--- src/rtl/eth_header_framer_pkg.sv ---
// eth_header_framer_pkg: shared constants, FSM states and VLAN tag layout for the Ethernet TX framer.
package eth_header_framer_pkg;
  localparam int ETH_HDR_BYTES = 14;
  localparam int ETH_VLAN_HDR_BYTES = 18;
  localparam int ETH_MIN_PAYLOAD = 46;
  localparam logic [15:0] TPID_VLAN = 16'h8100;
  typedef enum logic [1:0] {IDLE, HEADER, PAYLOAD, PAD} framer_state_t;
  typedef struct packed {
    logic [15:0] tpid;
    logic [15:0] tci;
  } vlan_tag_t;
endpackage

--- src/rtl/eth_header_byte_sel.sv ---
// eth_header_byte_sel: picks header byte hdr_idx (network order) from the latched header fields.
module eth_header_byte_sel
  import eth_header_framer_pkg::*;
#(
  parameter bit VLAN_EN = 1'b0
) (
  input  logic [47:0] dst_mac,
  input  logic [47:0] src_mac,
  input  logic [15:0] ethertype,
  input  logic [15:0] vlan_tci,
  input  logic [4:0]  hdr_idx,
  output logic [7:0]  hdr_byte
);
  vlan_tag_t tag;
  logic [143:0] hdr;
  logic [4:0] idx;
  assign tag = '{tpid: TPID_VLAN, tci: vlan_tci};
  assign hdr = {dst_mac, src_mac, tag, ethertype};
  // Untagged frames skip the four tag bytes so the EtherType follows the source MAC.
  assign idx = (!VLAN_EN && hdr_idx >= 5'd12) ? hdr_idx + 5'd4 : hdr_idx;
  assign hdr_byte = 8'(hdr >> {5'd17 - idx, 3'b000});
endmodule

--- src/rtl/eth_header_framer.sv ---
// eth_header_framer: prepends an Ethernet (optionally 802.1Q) header to a byte stream
// and zero-pads short payloads to the Ethernet minimum.
module eth_header_framer
  import eth_header_framer_pkg::*;
#(
  parameter bit VLAN_EN     = 1'b0,
  parameter bit PAD_EN      = 1'b1,
  parameter int MIN_PAYLOAD = ETH_MIN_PAYLOAD,
  parameter int CNT_W       = 16
) (
  input  logic        clk,
  input  logic        rst,
  input  logic [47:0] dst_mac,
  input  logic [47:0] src_mac,
  input  logic [15:0] ethertype,
  input  logic [15:0] vlan_tci,
  input  logic [7:0]  s_tdata,
  input  logic        s_tvalid,
  input  logic        s_tlast,
  output logic        s_tready,
  output logic [7:0]  m_tdata,
  output logic        m_tvalid,
  output logic        m_tlast,
  input  logic        m_tready,
  output logic        busy,
  output logic [31:0] frame_count
);
  localparam logic [4:0] HDR_LAST = VLAN_EN ? 5'(ETH_VLAN_HDR_BYTES - 1) : 5'(ETH_HDR_BYTES - 1);
  localparam logic [31:0] MIN_M1 = 32'(MIN_PAYLOAD - 1);
  framer_state_t state, state_nxt;
  logic [4:0] hdr_idx;
  logic [CNT_W-1:0] pay_cnt, cnt_inc;
  logic [47:0] dst_q, src_q;
  logic [15:0] et_q, tci_q;
  logic [7:0] hdr_byte;
  logic need_pad, pad_last, acc;
  eth_header_byte_sel #(.VLAN_EN(VLAN_EN)) u_sel (
    .dst_mac(dst_q), .src_mac(src_q), .ethertype(et_q), .vlan_tci(tci_q),
    .hdr_idx(hdr_idx), .hdr_byte(hdr_byte)
  );
  assign cnt_inc = &pay_cnt ? pay_cnt : pay_cnt + 1'b1;
  // pay_cnt+1 < MIN_PAYLOAD rewritten to avoid overflow at saturation.
  assign need_pad = PAD_EN && (32'(pay_cnt) < MIN_M1);
  assign pad_last = 32'(pay_cnt) == MIN_M1;
  assign acc = m_tvalid && m_tready;
  assign busy = state != IDLE;
  always_comb begin
    state_nxt = state;
    m_tvalid = 1'b0;
    m_tdata = 8'h00;
    m_tlast = 1'b0;
    s_tready = 1'b0;
    case (state)
      IDLE: state_nxt = s_tvalid ? HEADER : IDLE;
      HEADER: begin
        m_tvalid = 1'b1;
        m_tdata = hdr_byte;
        state_nxt = (m_tready && hdr_idx == HDR_LAST) ? PAYLOAD : HEADER;
      end
      PAYLOAD: begin
        m_tvalid = s_tvalid;
        m_tdata = s_tdata;
        s_tready = m_tready;
        m_tlast = s_tlast && !need_pad;
        state_nxt = (s_tvalid && m_tready && s_tlast) ? (need_pad ? PAD : IDLE) : PAYLOAD;
      end
      PAD: begin
        m_tvalid = 1'b1;
        m_tlast = pad_last;
        state_nxt = (m_tready && pad_last) ? IDLE : PAD;
      end
      default: state_nxt = IDLE;
    endcase
  end
  always_ff @(posedge clk or posedge rst) begin
    if (rst) begin
      state <= IDLE;
      hdr_idx <= '0;
      pay_cnt <= '0;
      dst_q <= '0;
      src_q <= '0;
      et_q <= '0;
      tci_q <= '0;
      frame_count <= '0;
    end else begin
      state <= state_nxt;
      if (state == IDLE && s_tvalid) begin
        dst_q <= dst_mac;
        src_q <= src_mac;
        et_q <= ethertype;
        tci_q <= vlan_tci;
        hdr_idx <= '0;
        pay_cnt <= '0;
      end
      if (state == HEADER && acc) hdr_idx <= hdr_idx + 5'd1;
      if ((state == PAYLOAD || state == PAD) && acc) pay_cnt <= cnt_inc;
      if (acc && m_tlast) frame_count <= frame_count + 32'd1;
    end
  end
endmodule

--- config.mk ---
export PLATFORM = sky130hd
export DESIGN_NAME = eth_header_framer
export DESIGN_NICKNAME = d
export VERILOG_FILES = /design/src/rtl/eth_header_framer_pkg.sv /design/src/rtl/eth_header_byte_sel.sv /design/src/rtl/eth_header_framer.sv
export SDC_FILE = /design/constraint.sdc
export NUM_CORES = 1
export LEC_CHECK = 0
export ABC_AREA = 1
export ABC_CLOCK_PERIOD_IN_PS = 12400
export CAP_MARGIN = 0
export CORE_ASPECT_RATIO = 0.9
export CORE_UTILIZATION = 35
export DETAILED_ROUTE_END_ITERATION = 10
export GPL_TIMING_DRIVEN = 0
export PLACE_DENSITY_LB_ADDON = 0.08
export SLEW_MARGIN = 15
export SYNTH_ARGS = -nofsm -noshare
export SYNTH_HDL_FRONTEND = slang
export SYNTH_SLANG_ARGS = --single-unit
--- constraint.sdc ---
create_clock -name clk -period 12.4 [get_ports clk]
set_input_delay 2.48 -clock clk [delete_from_list [all_inputs] [get_ports clk]]
set_output_delay 2.48 -clock clk [all_outputs]
set_load 0.005 [all_outputs]
== Yosys cells after proc, flatten, opt, wreduce, memory -nomap -nowiden ==
Cells that the tools add are included.

* Word-level logic and storage cells: 57
* Input bits: 141
* Bits in registers: 183

* Reductions and logical operators: 19
* $add $sub $neg: 5
* Shifts and indexed selects: 1
* Multiplexer cells: 16
* Order comparisons: 2
* Equal/unequal tests: 6

{| class="wikitable"
|+ Operators with widths
! cell !! number
|-
| $shr 144x8->8 || 1
|-
| $mux 16 || 3
|-
| $add 32x1->32 const B || 1
|-
| $add 16x1->16 const B || 1
|-
| $eq 16x6->1 const B || 1
|-
| $lt 16x6->1 const B || 1
|-
| $pmux 8 s2 || 1
|-
| $reduce_and 16->1 || 1
|-
| $mux 5 || 3
|-
| $logic_and 1x1->1 || 10
|-
| $mux 2 || 4
|-
| $pmux 2 s4 || 1
|-
| $reduce_bool 2->1 || 3
|-
| $add 5x1->5 const B || 1
|-
| $add 5x3->5 const B || 1
|-
| $eq 5x4->1 const B || 1
|-
| $ge 5x4->1 const B || 1
|-
| $sub 5x5->5 const A || 1
|-
| $eq 2x2->1 const B || 2
|-
| $pmux 1 s2 || 2
|-
| $eq 2x1->1 const B || 1
|-
| $logic_not 2->1 || 1
|-
| $mux 1 || 2
|-
| $ne 2x2->1 const B || 1
|-
| other kinds (4) || 4
|}

== Logic depth before layout (Yosys ltp) ==
* Depth in word-level cells: 7
* Depth in mapped cells: 17

== Hierarchy ==
Synthesis repeated with hierarchy kept, for this count alone.

* Cell total of the unflattened synthesis: 1577
* Area, all modules: 10548.9 um2

{| class="wikitable"
|+ By module, submodules not included
! module !! instances !! seq. area each (um2) !! cells an instance !! area an instance (um2)
|-
| eth_header_framer || 1 || 4579.4 || 1159 || 8802.2
|-
| eth_header_byte_sel || 1 || 0.0 || 418 || 1746.7
|}

== Worst setup path after synthesis ==
Ideal clock, no wire load.

* Path kind: input port to output port
* From: input port s_tvalid
* To: output port m_tvalid
* Data arrival time: 2.866 ns
* Stages: 4
* Buffers on the path: 0
* Path slack: 7.054 ns
* Data required time: 9.920 ns
* Path through: clkinv_1 -> o211ai_2 -> inv_2 -> nor2_4

* Word-level cells in the longest chain between the ends: 1

{| class="wikitable"
|+ Ends and longest elaborated chain
! element !! RTL line !! source
|-
| start: declaration || eth_header_framer.sv:18 || <nowiki>input logic s_tvalid,</nowiki>
|-
| $pmux 1 s2 || eth_header_framer.sv:53 || <nowiki>case (state)</nowiki>
|-
| end: declaration || eth_header_framer.sv:22 || <nowiki>output logic m_tvalid,</nowiki>
|}

Every way passes these cells.

== Final worst setup path ==
* From: register hdr_idx[1]
* To: output port m_tdata[0]

* Word-level cells in the longest chain between the ends: 5

{| class="wikitable"
|+ Ends and longest elaborated chain
! element !! RTL line !! source
|-
| start: declaration || eth_header_framer.sv:31 || <nowiki>logic [4:0] hdr_idx;</nowiki>
|-
| start signal: assignment || eth_header_framer.sv:95 || <nowiki>if (state == HEADER && acc) hdr_idx <= hdr_idx + 5'd1;</nowiki>
|-
| $add 5x3->5 or $ge 5x4->1 (tied branches) || eth_header_byte_sel.sv:20 || <nowiki>assign idx = (!VLAN_EN && hdr_idx >= 5'd12) ? hdr_idx + 5'd4 : hdr_idx;</nowiki>
|-
| $mux 5 * || eth_header_byte_sel.sv:20 ||
|-
| $sub 5x5->5 * || eth_header_byte_sel.sv:21 || <nowiki>assign hdr_byte = 8'(hdr >> {5'd17 - idx, 3'b000});</nowiki>
|-
| $shr 144x8->8 * || eth_header_byte_sel.sv:21 ||
|-
| $pmux 8 s2 * || eth_header_framer.sv:53 ||
|-
| end: declaration || eth_header_framer.sv:21 || <nowiki>output logic [7:0] m_tdata,</nowiki>
|}

Every way passes the cells marked *; elsewhere a longest branch is shown, timed or not.

==> results by group <==
Route
  • Routed vias: 9410
  • ANT nets after route: 0
  • Vias/cell: 4.84
  • Routed wire per std cell: 16.2 um
  • Routed WL: 31600 um
  • Iter 0 DRT Violations: 645
  • Drt drc: 6
  • TritonRoute pass-1 iters: 8

Floorplanning
  • Die Span X: 180 um
  • Row Count: 58
  • Area of the core: 27900 um^2
  • DIE AREA: 29100 um^2
  • Initial Utilization: 35.6%
  • Top Ports: 185
  • Chip Height: 162 um

STA
  • Crit share post-route: 52.0%
  • Fin worst setup slack: 5.95 ns
  • RSZ-0062 raised after global routing: no
  • Worst slew margin: 49.3%
  • Clock skew: 0.00783 ns
  • Setup TNS: 0 ns
  • Hold_ws: 0.479 ns
  • Final hold viol count: 0
  • Final setup viols: 0
  • Post-route minimum period: 6.45 ns
  • Max Clock Freq: 155 MHz
  • Transition time at the pin with the least slew margin: 0.761 ns
  • Max Slew Vio Count: 0

Synth
  • Mapped cell area: 9930 um^2
  • Ys flop type: dfrtp_1
  • Post-synthesis async set-or-reset flop share: 100%
  • Post-synthesis sequential area ratio: 46.1%
  • Count leader, synth: nand2_1
  • Netlist cell types: 38
  • Cell taking the most area after synthesis: dfrtp_1
  • Share of the synthesized area in the top cell type: 46.1%
  • Mean Syn Cell Area: 7.25 um^2
  • Cells after Synth: 1370
  • Top cells by count, synth: 598 x nand2_1, 183 x dfrtp_1, 92 x nor2_1
  • FF+latch count, synth: 183
  • YS warnings: 0
  • EDFF count, synth: 0
  • Synth area leaders: dfrtp_1 46%, nand2_1 23%, nand3_1 4.1%
  • Syn Nets: 1524

Critical path
  • R2R setup slack: 9.76 ns
  • Worst path cell trace: buf_2, inv_2, buf_2, clkbuf_1, ha_1, nand2_2, a21o_1, nand3_1, buf_2, nand2_1, nand2_1, nand3_1, nand3_1, nand2_1, a21oi_1, clkdlybuf4s50_1
  • Worst-path fanout max: 11
  • Crit end category: output port
  • Slowest-stage cell, CP: clkdlybuf4s50_1
  • WS Path Type: register to output port
  • Critical Path AT: 3.97 ns
  • CP Launch Type: register
  • CP peak stage delay: 0.52 ns
  • FF-to-FF path depth: 8
  • Req. time, crit path: 9.92 ns

Layout
  • Layout Area Growth over Synthesis: 29.7%
  • Filler cell count: 2897
  • Fraction of layout instances using a drive strength above 1: 5.36%
  • # diodes: 0
  • Register area: 4580 um^2
  • Multi-input gate area in the final layout: 4730 um^2
  • Final nets: 1728

Clock network
  • CTS buffer count: 17
  • CTS sink count: 183
  • CTS Buffer Depth: 2
  • Clk root buf: clkbuf_16
  • H-tree levels: 4
  • Setup bufs post-CTS: 0
  • Clock latency on the worst-skew pair: 0.44 ns
  • Worst-path clk slew: 0.07 ns
  • Hold buffers post-CTS: 0
  • Post-CTS Resized: 0
  • CTS tree: done

Pwr
  • Overall power: 0.00242 W
  • Max VDD drop: 0.100 mV
  • P_leak: 6.11 nW
  • Power per cell area: 188 nW/um^2

Global route
  • Total grt overflow: 0
  • First-pass GRT wire length: 50100 um
  • Vias in the first global route: 9124
  • Initial antenna violation count: 0
  • Largest net degree at the start of global routing: 109
  • GRT Util Overall: 22.4%

Worst hold path
  • Worst hold stages: 2
  • Worst hold path type: register to register

Place
  • Pre-CTS setup slack: 5.97 ns
  • Dpl hpwl: 23600 um
  • Final Wtd Congestion: 0.892
  • IO Port Bufs: 184

Outcome
  • Failing checks: design-rule violations
  • Status: complete, but fails checks

Job
  • Max-cap violations: 0
==> cell type report <==
class | count | share of cell area, %
Multi-Input combinational cell | 1032 | 36.7
Sequential cell | 183 | 35.6
Timing Repair Buffer | 185 | 14.5
Tap cell | 360 | 3.50
Clock buffer | 18 | 3.33
Inverter | 95 | 2.83
Buffer | 60 | 2.10
Clock inverter | 13 | 1.48
==> stage by stage <==
step	cell area [um^2]	cells	util, %
floorplan	9930	1370	-
global placement	12200	1914	43.8
detailed placement	12300	1915	43.9
CTS	12900	1946	46.1
global route	12900	1946	46.1
finish	12900	1946	46.1
==> flip-flops by register name (all words and copies together), names as in the netlist <==
signal,flops
et_q,16
dst_q,48
state,2
tci_q,16
hdr_idx,5
frame_count,32
pay_cnt,16
src_q,48
==> worst paths after layout <==
| check | from | end |
|---|---|---|
| min | src_q[22] | src_q[22] |
| min reg2reg | src_q[22] | src_q[22] |
| max reg2reg | state[0] | src_q[1] |
| max in group asynchronous | rst | src_q[6] |
| max | hdr_idx[1] | m_tdata[0] |
| min in group asynchronous | rst | pay_cnt[9] |
==> metal layers <==
layer | vias to the layer above | wire [um] | global-route usage [%]
li1 | 4744 | - | -
met1 | 4374 | 15400 | 32.1
met2 | 266 | 14200 | 35.4
met3 | 26 | 1540 | 3.43
met4 | 0 | 501 | 5.92
met5 | - | 0 | 0
==> logic make-up (layout without fill, tap and decap cells) <==
| family | after synthesis | after routing | share of synthesized area [%] |
|---|---|---|---|
| simple gates | 836 | 836 | 34.5 |
| flops | 183 | 183 | 46.1 |
| buf+inv | 155 | 371 | 6.31 |
| compound gates | 136 | 136 | 7.36 |
| xor+xnor | 47 | 47 | 4.14 |
| fa+ha+maj | 13 | 13 | 1.64 |
==> worst max-delay path: cells and delay by family (launching register included) <==
kind                     cells  cell delay (ns)
buffers and inverters        6             1.74
flip-flops                   1             0.38
AO/OA/AOI/OAI                2             0.30
adder cells (fa/ha/maj)      1             0.26
AND/OR/NAND/NOR              7             0.83
==> report_power, final <==
part / internal [W] / switching, W
clock: 0.000324 / 0.000267
combinational: 0.000335 / 0.000599
sequential: 0.000800 / 0.0000997
total: 0.00146 / 0.000965
==> cell usage in the layout, fill, tap and decap left out, types with 3 or more instances in the layout <==
| master | synthesis | final |
|---|---|---|
| o21ai_0 | 79 | 79 |
| buf_1 | 4 | 4 |
| nand2_4 | 3 | 3 |
| inv_8 | 0 | 4 |
| clkbuf_16 | 0 | 17 |
| xnor2_1 | 18 | 18 |
| clkdlybuf4s50_1 | 0 | 184 |
| nand2_2 | 5 | 5 |
| inv_2 | 13 | 13 |
| nor2_1 | 92 | 92 |
| inv_1 | 80 | 79 |
| buf_2 | 15 | 15 |
| nand3_1 | 82 | 82 |
| nand2_1 | 598 | 598 |
| ha_1 | 13 | 13 |
| nand4_1 | 24 | 24 |
| o22ai_1 | 9 | 9 |
| nor4_1 | 5 | 5 |
| dfrtp_1 | 183 | 183 |
| nor3_1 | 19 | 19 |
| clkbuf_1 | 35 | 36 |
| xor2_1 | 29 | 29 |
| o21ai_1 | 15 | 15 |
| a21oi_1 | 25 | 25 |
| bufinv_16 | 0 | 3 |
| buf_4 | 5 | 5 |
No activity file was read; power rests on OpenSTA's default activity.
